## src/rtl/fir_ctrl_pkg.sv

```systemverilog
`default_nettype none
// ============================================================================
// Module      : fir_ctrl_pkg
// Description : Shared types and helpers for the FIR MAC sequencer.
// Revision    : 1.0 - initial release
// ============================================================================
package fir_ctrl_pkg;

    typedef enum logic [2:0] {
        ST_CLEAR = 3'd0,
        ST_IDLE  = 3'd1,
        ST_RUN   = 3'd2,
        ST_DRAIN = 3'd3,
        ST_DONE  = 3'd4
    } fir_state_t;

    localparam int c_mem_latency_min = 1;
    localparam int c_mem_latency_max = 4;

    function automatic int fir_addr_width(input int depth);
        return (depth > 1) ? $clog2(depth) : 1;
    endfunction

endpackage
`default_nettype wire

```

## src/rtl/fir_ctrl_delay_line.sv

```systemverilog
`default_nettype none
// ============================================================================
// Module      : fir_ctrl_delay_line
// Description : Enable-gated shift register aligning MAC strobes with the
//               memory read latency.
// Revision    : 1.0 - initial release
// ============================================================================
module fir_ctrl_delay_line
    import fir_ctrl_pkg::*;
#(
    parameter int DEPTH = 2
) (
    input  logic i_clk,
    input  logic i_rst,
    input  logic i_en,
    input  logic i_mac_en,
    input  logic i_mac_clr,
    output logic o_mac_en,
    output logic o_mac_clr
);

    localparam int c_depth = (DEPTH < c_mem_latency_min) ? c_mem_latency_min :
                             (DEPTH > c_mem_latency_max) ? c_mem_latency_max : DEPTH;

    logic [c_depth-1:0] r_en_sr;
    logic [c_depth-1:0] r_clr_sr;

    generate
        if (c_depth == 1) begin : g_single
            always_ff @(posedge i_clk or posedge i_rst) begin
                if (i_rst) begin
                    r_en_sr  <= '0;
                    r_clr_sr <= '0;
                end else if (i_en) begin
                    r_en_sr  <= i_mac_en;
                    r_clr_sr <= i_mac_clr;
                end
            end
        end else begin : g_multi
            always_ff @(posedge i_clk or posedge i_rst) begin
                if (i_rst) begin
                    r_en_sr  <= '0;
                    r_clr_sr <= '0;
                end else if (i_en) begin
                    r_en_sr  <= {r_en_sr[c_depth-2:0], i_mac_en};
                    r_clr_sr <= {r_clr_sr[c_depth-2:0], i_mac_clr};
                end
            end
        end
    endgenerate

    // Strobes are suppressed while frozen; the pipeline contents survive.
    assign o_mac_en  = r_en_sr[c_depth-1] & i_en;
    assign o_mac_clr = r_clr_sr[c_depth-1] & i_en;

endmodule
`default_nettype wire

```

## src/rtl/fir_mac_sequencer.sv

```systemverilog
`default_nettype none
// ============================================================================
// Module      : fir_mac_sequencer
// Description : Sample-memory write / tap address sequencer for an external
//               FIR MAC. Macro FIR_CLEAR_ON_RESET_EN adds a memory-clear pass.
// Revision    : 1.0 - initial release
// ============================================================================
module fir_mac_sequencer
    import fir_ctrl_pkg::*;
#(
    parameter int  DATA_WIDTH  = 24,
    parameter int  FIR_DEPTH   = 128,
    parameter int  MEM_LATENCY = 2,
    localparam int AW          = fir_addr_width(FIR_DEPTH)
) (
    input  logic                  i_clk,
    input  logic                  i_rst,
    input  logic                  i_en,
    input  logic                  i_din_valid,
    output logic                  o_din_ready,
    input  logic [DATA_WIDTH-1:0] iv_din,
    output logic                  o_smp_we,
    output logic [AW-1:0]         ov_smp_waddr,
    output logic [DATA_WIDTH-1:0] ov_smp_wdata,
    output logic [AW-1:0]         ov_smp_raddr,
    output logic [AW-1:0]         ov_coef_raddr,
    output logic                  o_mac_clr,
    output logic                  o_mac_en,
    output logic                  o_dout_valid,
    input  logic                  i_dout_ready,
    output logic                  o_busy
);

    localparam logic [AW-1:0] c_last_tap   = AW'(FIR_DEPTH - 1);
    localparam logic [AW-1:0] c_last_drain = AW'(MEM_LATENCY - 1);
`ifdef FIR_CLEAR_ON_RESET_EN
    localparam fir_state_t c_entry_state = ST_CLEAR;
`else
    localparam fir_state_t c_entry_state = ST_IDLE;
`endif

    fir_state_t    r_state;
    fir_state_t    w_state_nxt;
    logic [AW-1:0] r_wr_ptr;
    logic [AW-1:0] r_tap;
    logic [AW-1:0] r_smp_raddr;
    logic [AW-1:0] r_coef_raddr;
    logic          w_go;
    logic          w_accept;
    logic          w_clear_we;
    logic          w_pipe_en;
    logic          w_pipe_clr;

    // Combinational strobes are masked by reset so every output is quiet in reset.
    assign w_go     = i_en & ~i_rst;
    assign w_accept = (r_state == ST_IDLE) & i_din_valid & w_go;
`ifdef FIR_CLEAR_ON_RESET_EN
    assign w_clear_we = (r_state == ST_CLEAR) & w_go;
`else
    assign w_clear_we = 1'b0;
`endif

    always_comb begin
        w_state_nxt = r_state;
        case (r_state)
`ifdef FIR_CLEAR_ON_RESET_EN
            ST_CLEAR: if (r_wr_ptr == c_last_tap)   w_state_nxt = ST_IDLE;
`endif
            ST_IDLE:  if (i_din_valid)              w_state_nxt = ST_RUN;
            ST_RUN:   if (r_tap == c_last_tap)      w_state_nxt = ST_DRAIN;
            ST_DRAIN: if (r_tap == c_last_drain)    w_state_nxt = ST_DONE;
            ST_DONE:  if (i_dout_ready)             w_state_nxt = ST_IDLE;
            default:                                w_state_nxt = ST_IDLE;
        endcase
    end

    always_ff @(posedge i_clk or posedge i_rst) begin
        if (i_rst) begin
            r_state      <= c_entry_state;
            r_wr_ptr     <= '0;
            r_tap        <= '0;
            r_smp_raddr  <= '0;
            r_coef_raddr <= '0;
        end else if (i_en) begin
            r_state <= w_state_nxt;
            case (r_state)
`ifdef FIR_CLEAR_ON_RESET_EN
                ST_CLEAR: r_wr_ptr <= r_wr_ptr + 1'b1;
`endif
                ST_IDLE: begin
                    if (i_din_valid) begin
                        r_wr_ptr     <= r_wr_ptr + 1'b1;
                        r_smp_raddr  <= r_wr_ptr;
                        r_coef_raddr <= '0;
                        r_tap        <= '0;
                    end
                end
                ST_RUN: begin
                    // Addresses are presented one cycle ahead; hold them after the last tap.
                    if (r_tap == c_last_tap) begin
                        r_tap <= '0;
                    end else begin
                        r_tap        <= r_tap + 1'b1;
                        r_smp_raddr  <= r_smp_raddr - 1'b1;
                        r_coef_raddr <= r_coef_raddr + 1'b1;
                    end
                end
                ST_DRAIN: r_tap <= r_tap + 1'b1;
                default: ;
            endcase
        end
    end

    assign w_pipe_en  = (r_state == ST_RUN);
    assign w_pipe_clr = (r_state == ST_RUN) & (r_tap == '0);

    fir_ctrl_delay_line #(
        .DEPTH (MEM_LATENCY)
    ) u_delay_line (
        .i_clk     (i_clk),
        .i_rst     (i_rst),
        .i_en      (i_en),
        .i_mac_en  (w_pipe_en),
        .i_mac_clr (w_pipe_clr),
        .o_mac_en  (o_mac_en),
        .o_mac_clr (o_mac_clr)
    );

    assign o_din_ready   = (r_state == ST_IDLE) & w_go;
    assign o_smp_we      = w_accept | w_clear_we;
    assign ov_smp_waddr  = r_wr_ptr;
    assign ov_smp_wdata  = w_accept ? iv_din : '0;
    assign ov_smp_raddr  = r_smp_raddr;
    assign ov_coef_raddr = r_coef_raddr;
    assign o_dout_valid  = (r_state == ST_DONE);
    assign o_busy        = (r_state != ST_IDLE);

endmodule
`default_nettype wire

```

## config.mk

```make
export PLATFORM = sky130hd
export DESIGN_NAME = fir_mac_sequencer
export DESIGN_NICKNAME = d
export VERILOG_FILES = /design/src/rtl/fir_ctrl_pkg.sv /design/src/rtl/fir_ctrl_delay_line.sv /design/src/rtl/fir_mac_sequencer.sv
export SDC_FILE = /design/constraint.sdc
export NUM_CORES = 1
export LEC_CHECK = 0
export BUFFER_PORTS_ARGS = -buffer_cell sky130_fd_sc_hd__buf_2
export CORE_MARGIN = 4
export CORE_UTILIZATION = 50
export CTS_CLUSTER_DIAMETER = 80
export DETAILED_ROUTE_END_ITERATION = 8
export GPL_ROUTABILITY_DRIVEN = 1
export HOLD_SLACK_MARGIN = 0.05
export PLACE_DENSITY = 0.8
export RECOVER_POWER = 50
export SLEW_MARGIN = 15
export SYNTH_ARGS = -nofsm -noshare
export SYNTH_HDL_FRONTEND = slang
export SYNTH_SLANG_ARGS = --single-unit
```

## constraint.sdc

```tcl
create_clock -name i_clk -period 2.4 [get_ports i_clk]
set_input_delay 0.6 -clock i_clk [delete_from_list [all_inputs] [get_ports i_clk]]
set_output_delay 0.6 -clock i_clk [all_outputs]
set_load 0.03 [all_outputs]
```

Word-level counts from Yosys, hierarchy flattened. Cells that the tools add are included.

Bitwise logic cells: 8. $mul: 0. Equal/unequal tests: 12. Add/subtract/negate cells: 4. Div/mod/pow operators: 0. Mux-type cells: 14. Reduce and logical (&&, ||, !) cells: 7. Shift-type cells: 0. $lt $le $gt $ge: 0.

Operators with widths (number): 2-to-1 mux 7 bit (5); one-hot mux 7 bit (2 select lines) (2); 2-to-1 mux 24 bit (1); adder 7 x 1 -> 7 bit (second input constant) (3); one-hot mux 7 bit (3 select lines) (1); 2-to-1 mux 3 bit (4); one-hot mux 3 bit (4 select lines) (1); inequality test 2 bit (second input constant) (4); bitwise AND 1 bit (7); equality test 7 x 1 -> 1 bit (second input constant) (1); equality test 7 bit (second input constant) (1); logical NOT 7 bit (1); subtractor 7 x 1 -> 7 bit (second input constant) (1); equality test 3 x 2 -> 1 bit (second input constant) (2); AND reduction 3 bit (2); AND reduction 5 bit (1); AND reduction 4 bit (1); equality test 3 x 1 -> 1 bit (second input constant) (1); equality test 3 bit (second input constant) (1); inequality test 3 x 1 -> 1 bit (second input constant) (1); nonzero test 3 bit (1); inequality test 2 x 1 -> 1 bit (second input constant) (1); nonzero test 2 bit (1); inverter 1 bit (1).

Logic and storage cells: 52. Bits of input ports: 29. Memory bits (read-only): 0. Memory bits (writable): 0. Register bits after elaboration: 35. Latch bits: 0. Memories kept: 0.

Depth between registers and ports, before layout.
Depth in word-level cells: 4. Gate-level depth with buffers: 7. Mapped depth without buffers: 6.

By module. A second synthesis with hierarchy kept.

Cells, all modules: 231. Area total of the unflattened synthesis: 2132.0 um^2.

By module, submodules not included: fir_mac_sequencer (area an instance 1968.1 um^2, cells each 220, times used 1, seq. area each 777.0 um^2); fir_ctrl_delay_line (area an instance 163.9 um^2, cells each 11, times used 1, seq. area each 100.1 um^2).

Worst setup path before layout. OpenSTA, ideal clock, no wires.

Path type: register -> output. Start point: register r_state[0]. End point: output port ov_smp_wdata[15]. Path slack: 0.069 ns. Stages on the path, launching flop included: 6. Buffers on the path: 2. Data arrival time: 1.731 ns. Data required time: 1.800 ns. Cell sequence: dfstp_2 > buf_6 > inv_1 > nor4_4 > buf_2 > and3_1.

Cells in the longest elaborated chain, start to end: 4.

RTL lines: from (decl) (line fir_mac_sequencer.sv:42) `fir_state_t r_state;`; from (signal assigned) (line fir_mac_sequencer.sv:79) `r_state <= c_entry_state;`; from (signal assigned) (line fir_mac_sequencer.sv:85) `r_state <= w_state_nxt;`; equality test 3 x 1 -> 1 bit (line fir_mac_sequencer.sv:56) `assign w_accept = (r_state == ST_IDLE) & i_din_valid & w_go;`; bitwise AND 1 bit (2 in a row) (line fir_mac_sequencer.sv:56); 2-to-1 mux 24 bit (line fir_mac_sequencer.sv:132) `assign ov_smp_wdata = w_accept ? iv_din : '0;`; to (decl) (line fir_mac_sequencer.sv:24) `output logic [DATA_WIDTH-1:0] ov_smp_wdata,`.

No other way between the ends.

Worst setup path after layout.
Start point: register r_state[0]. End point: output port ov_smp_wdata[2].

Same word-level chain as after synthesis.

==> impl_summary.md <==
Cells and area
Relative to the synthesized area, the layout overhead comes to 23.9%. The post-layout instance count excluding filler cells is 378. For this run, the post-layout net count is 360. The register cell area after layout is 878 sq um. Cells fill 64.1% of the core in the end. 0 antenna diodes ended up in the layout.

The area taken by multi-input logic gates is 1240 sq um. Cells with a size suffix above 1 make up 29.8% of the layout. The final-layout fill cell count is 404.

Critical path
Walking the worst path, the cells encountered are inv_1 > nor4_4 > buf_6 > and3_1 > buf_2. The delay of the slowest critical-path stage is 540 ps. STA puts the critical path data required time at 1800 ps. The startpoint class of the critical path is a flop. In this run the worst path has a maximum fanout of 13. The startpoint identified for the worst register-to-register timing path is r_tap[0]$_DFFE_PP0P_.

The critical path starts at r_state[0]$_DFFE_PP1P_. Counting both buffers and inverters, the worst setup path holds a total of 3. The setup path with the least slack is of type flop to output pin.

The kind of cell adding the most delay to the critical path is flip-flops. The cell with the largest stage delay on the worst path is dfstp_2. The critical path capture point type is an output pin. At the worst endpoint, the arrival time is 1730 ps.

Power and ir drop
The total internal power is 0.00154 W. Summed over all nets, the switching power comes to 0.00138 W. In this run, the clock network consumes 14.3% of the power. In this run the static leakage power is 1.43 nW. Sequential cells account for 33.3% of the total power. For this design the ratio of total power to cell area is 1050 nW/um^2. The overall power after layout is 0.00292 W. IR analysis of the VDD net gives a maximum drop of 0.621 mV. The fraction of power consumed by combinational cells is 52.5%.

The switching share of power is 47.3%.

GRT
The initial antenna violation count is 0. The leftover overflow at the end of global routing is 0. The number of global-route vias before repair came to 1830.

Global routing used 20.2% of the available tracks. Entering global routing, the biggest net connects 27 pins. The first global-routing pass estimated 8710 microns of wire.

Yosys
The sequential fraction of the synthesis area is 38.9%. The net count after synthesis is 273. During synthesis, Yosys emitted a total of 0 warnings. In this run, distinct cell masters in the synthesized netlist total 55.

The cell count after synthesis is 238. Counting flops with a built-in enable in the synthesized netlist gives 0. Synthesis inferred 35 register bits. The async set or reset register ratio after synthesis is 100%. A synthesized cell averages 9.47 sq um. In the synthesized netlist the dominant register cell turns out to be dfrtp_1.

The netlist area before placement is 2250 sq um.

Timing
Setup violations remaining at the end of the flow were counted as 0. The worst hold slack is 492 ps. The minimum period implied by the final worst setup slack is 2330 ps. Based on the critical path, the design can be clocked at up to 429 MHz. The total count of max-transition violations in the final report came to 0. Setup repair after global routing left no endpoint under its margin. The final count of hold timing violations is 0. Between clock sinks in the finished design, the worst skew comes to 4.52 ps.

In this run the tightest slew margin relative to its limit is 32.6%. At the pin with the least slew margin, the transition time is 1010 ps. Setup total negative slack on the finished layout was measured at 0 ps. In the finished design, the share of the clock period the worst path needs comes to 97.0%.

Routing
After detailed routing, the number of remaining DRC violations is 0. The remaining antenna violation count is 0. The routed wire length per instance is 15.0 microns.

The final wirelength is 5660 microns. The total number of vias is 2105. The routed via count divided by cell count is 5.57.

For this block, the initial DRC count from the detailed router was 87. The iteration count of the initial detailed-routing pass is 4.

Floorplanning
The die is 75.1 microns wide. The I/O pin count is 80. The height of the die is 75.1 microns. For this configuration, the core starts out at a cell density of 51.8%.

After floorplanning, the core was divided into 24 placement rows. In this run the standard cell core region covers 4350 sq um. The die footprint is 5640 sq um.

Placement
Port buffering added 79 buffers. The wire-length estimate of the detail-placed layout is 4210 microns. Once placement completed, the tool counted placed cells totaling 368.

Routability-driven placement finished with a final weighted congestion of 0.825.

Worst hold path
The type of the tightest min-delay check is flop to flop. The worst hold path begins at ov_smp_waddr[6]$_DFFE_PP0P_.

Run status
The flow ran to the end, and the final reports show no timing, DRC or antenna violations.

Clocking
The clock net sink count is 35. The post-cts hold buffer count is 0. In this run, CTS created clock tree buffers numbering 5. The deepest clock path buffer count is 2.

CTS placed an instance of clkbuf_8 at the clock tree root. The clock-pin slew reported for the worst setup and hold paths after clock tree synthesis is 70 ps. The level count of the clock H-tree is 2.

For the worst-skew pair, the clock arrives at the later sink with an insertion delay of 290 ps. The TritonCTS clock tree is done.

Flow run
The max-cap check violation count is 0.
## flip-flops by register name, summed over array words and instances (netlist names)
register / count
r_state: 3
ov_coef_raddr: 7
r_tap: 7
u_delay_line.r_en_sr: 2
ov_smp_raddr: 7
u_delay_line.r_clr_sr: 2
ov_smp_waddr: 7
## final timing paths
check / end / slack [ps] / cells after the start
worst max-delay path: ov_smp_wdata[2] / 70 / 5
worst min-delay path: ov_smp_waddr[6]$_DFFE_PP0P_ / 490 / 1
worst max register to register: ov_smp_raddr[1]$_DFFE_PP0P_ / 280 / 5
worst min register to register: ov_smp_waddr[6]$_DFFE_PP0P_ / 490 / 1
max in group asynchronous: ov_coef_raddr[1]$_DFFE_PP0P_ / 1120 / 3
min in group asynchronous: r_state[2]$_DFFE_PP0P_ / 650 / 3
## logic make-up after synthesis
family          synth area share, %
simple gates                   26.9
compound gates                 17.4
flops                          38.9
buf+inv                        6.05
mux                            4.66
xor+xnor                       2.72
fa+ha+maj                      3.33
## cells in the mapped netlist (3+ instances only)
master	instances	area, sq um
and2_1	4	25.0
nand2b_1	10	62.6
nand3_1	8	40.0
buf_2	4	20.0
clkbuf_1	5	18.8
inv_1	11	41.3
mux2_2	3	33.8
a21oi_1	10	50.1
and3_1	30	188
xnor2_1	7	61.3
a2bb2oi_1	4	35.0
o21ai_0	14	70.1
nand2_1	21	78.8
nor2_1	9	33.8
buf_6	3	33.8
buf_4	3	22.5
nand4_1	6	37.5
dfrtp_1	34	851
ha_1	6	75.1
mux2i_1	6	60.1
## layout make-up
cell class,instances,share of cell area [%]
multi-input cells,177,44.3
well taps,52,2.33
inverters,11,1.48
flip-flops and latches,35,31.5
clock buffers,8,2.87
repair buffers,95,17.6
## routing by layer
layer	routed length, microns	global-route usage [%]
met3	211	4.41
met5	0	0
met2	2750	30.3
met4	63	6.80
met1	2640	28.9
## repair_timing
item / in CTS / in global routing
setup buffers: 1 / 0
gates cloned: 0 / 1
hold endpoints to repair: 0 / 0
pin swaps: 0 / 1
endpoints found under the setup margin: 25 / 23
resized for setup: 1 / 5
## layout by cell type, fill, tap and decap left out, types with 7 or more instances in the layout
master / n
a21oi_1: 10
and3_1: 30
buf_2: 59
buf_4: 11
clkbuf_1: 25
dfrtp_1: 33
inv_1: 11
nand2_1: 21
nand2b_1: 10
nand3_1: 8
nor2_1: 9
o21ai_0: 14
xnor2_1: 7
## power by group through the flow
stage          combinational [W]  sequential, W  clock (W)
2_1_floorplan           0.000959        0.00114          0
5_1_grt                  0.00167       0.000999   0.000459
3_3_place_gp             0.00148       0.000987          0
3_5_place_dp             0.00152       0.000994          0
4_1_cts                  0.00156       0.000964   0.000426
6_report                 0.00153       0.000974   0.000417
## stage by stage
stage | setup slack, ps | area [sq um]
6_report | 71.1 | 2790
3_5_place_dp | 199 | 2720
2_1_floorplan | 68.7 | 2250
3_3_place_gp | 238 | 2720
4_1_cts | 61.8 | 2820
5_1_grt | 2.17 | 2790
No activity file was read; power rests on OpenSTA's default activity.
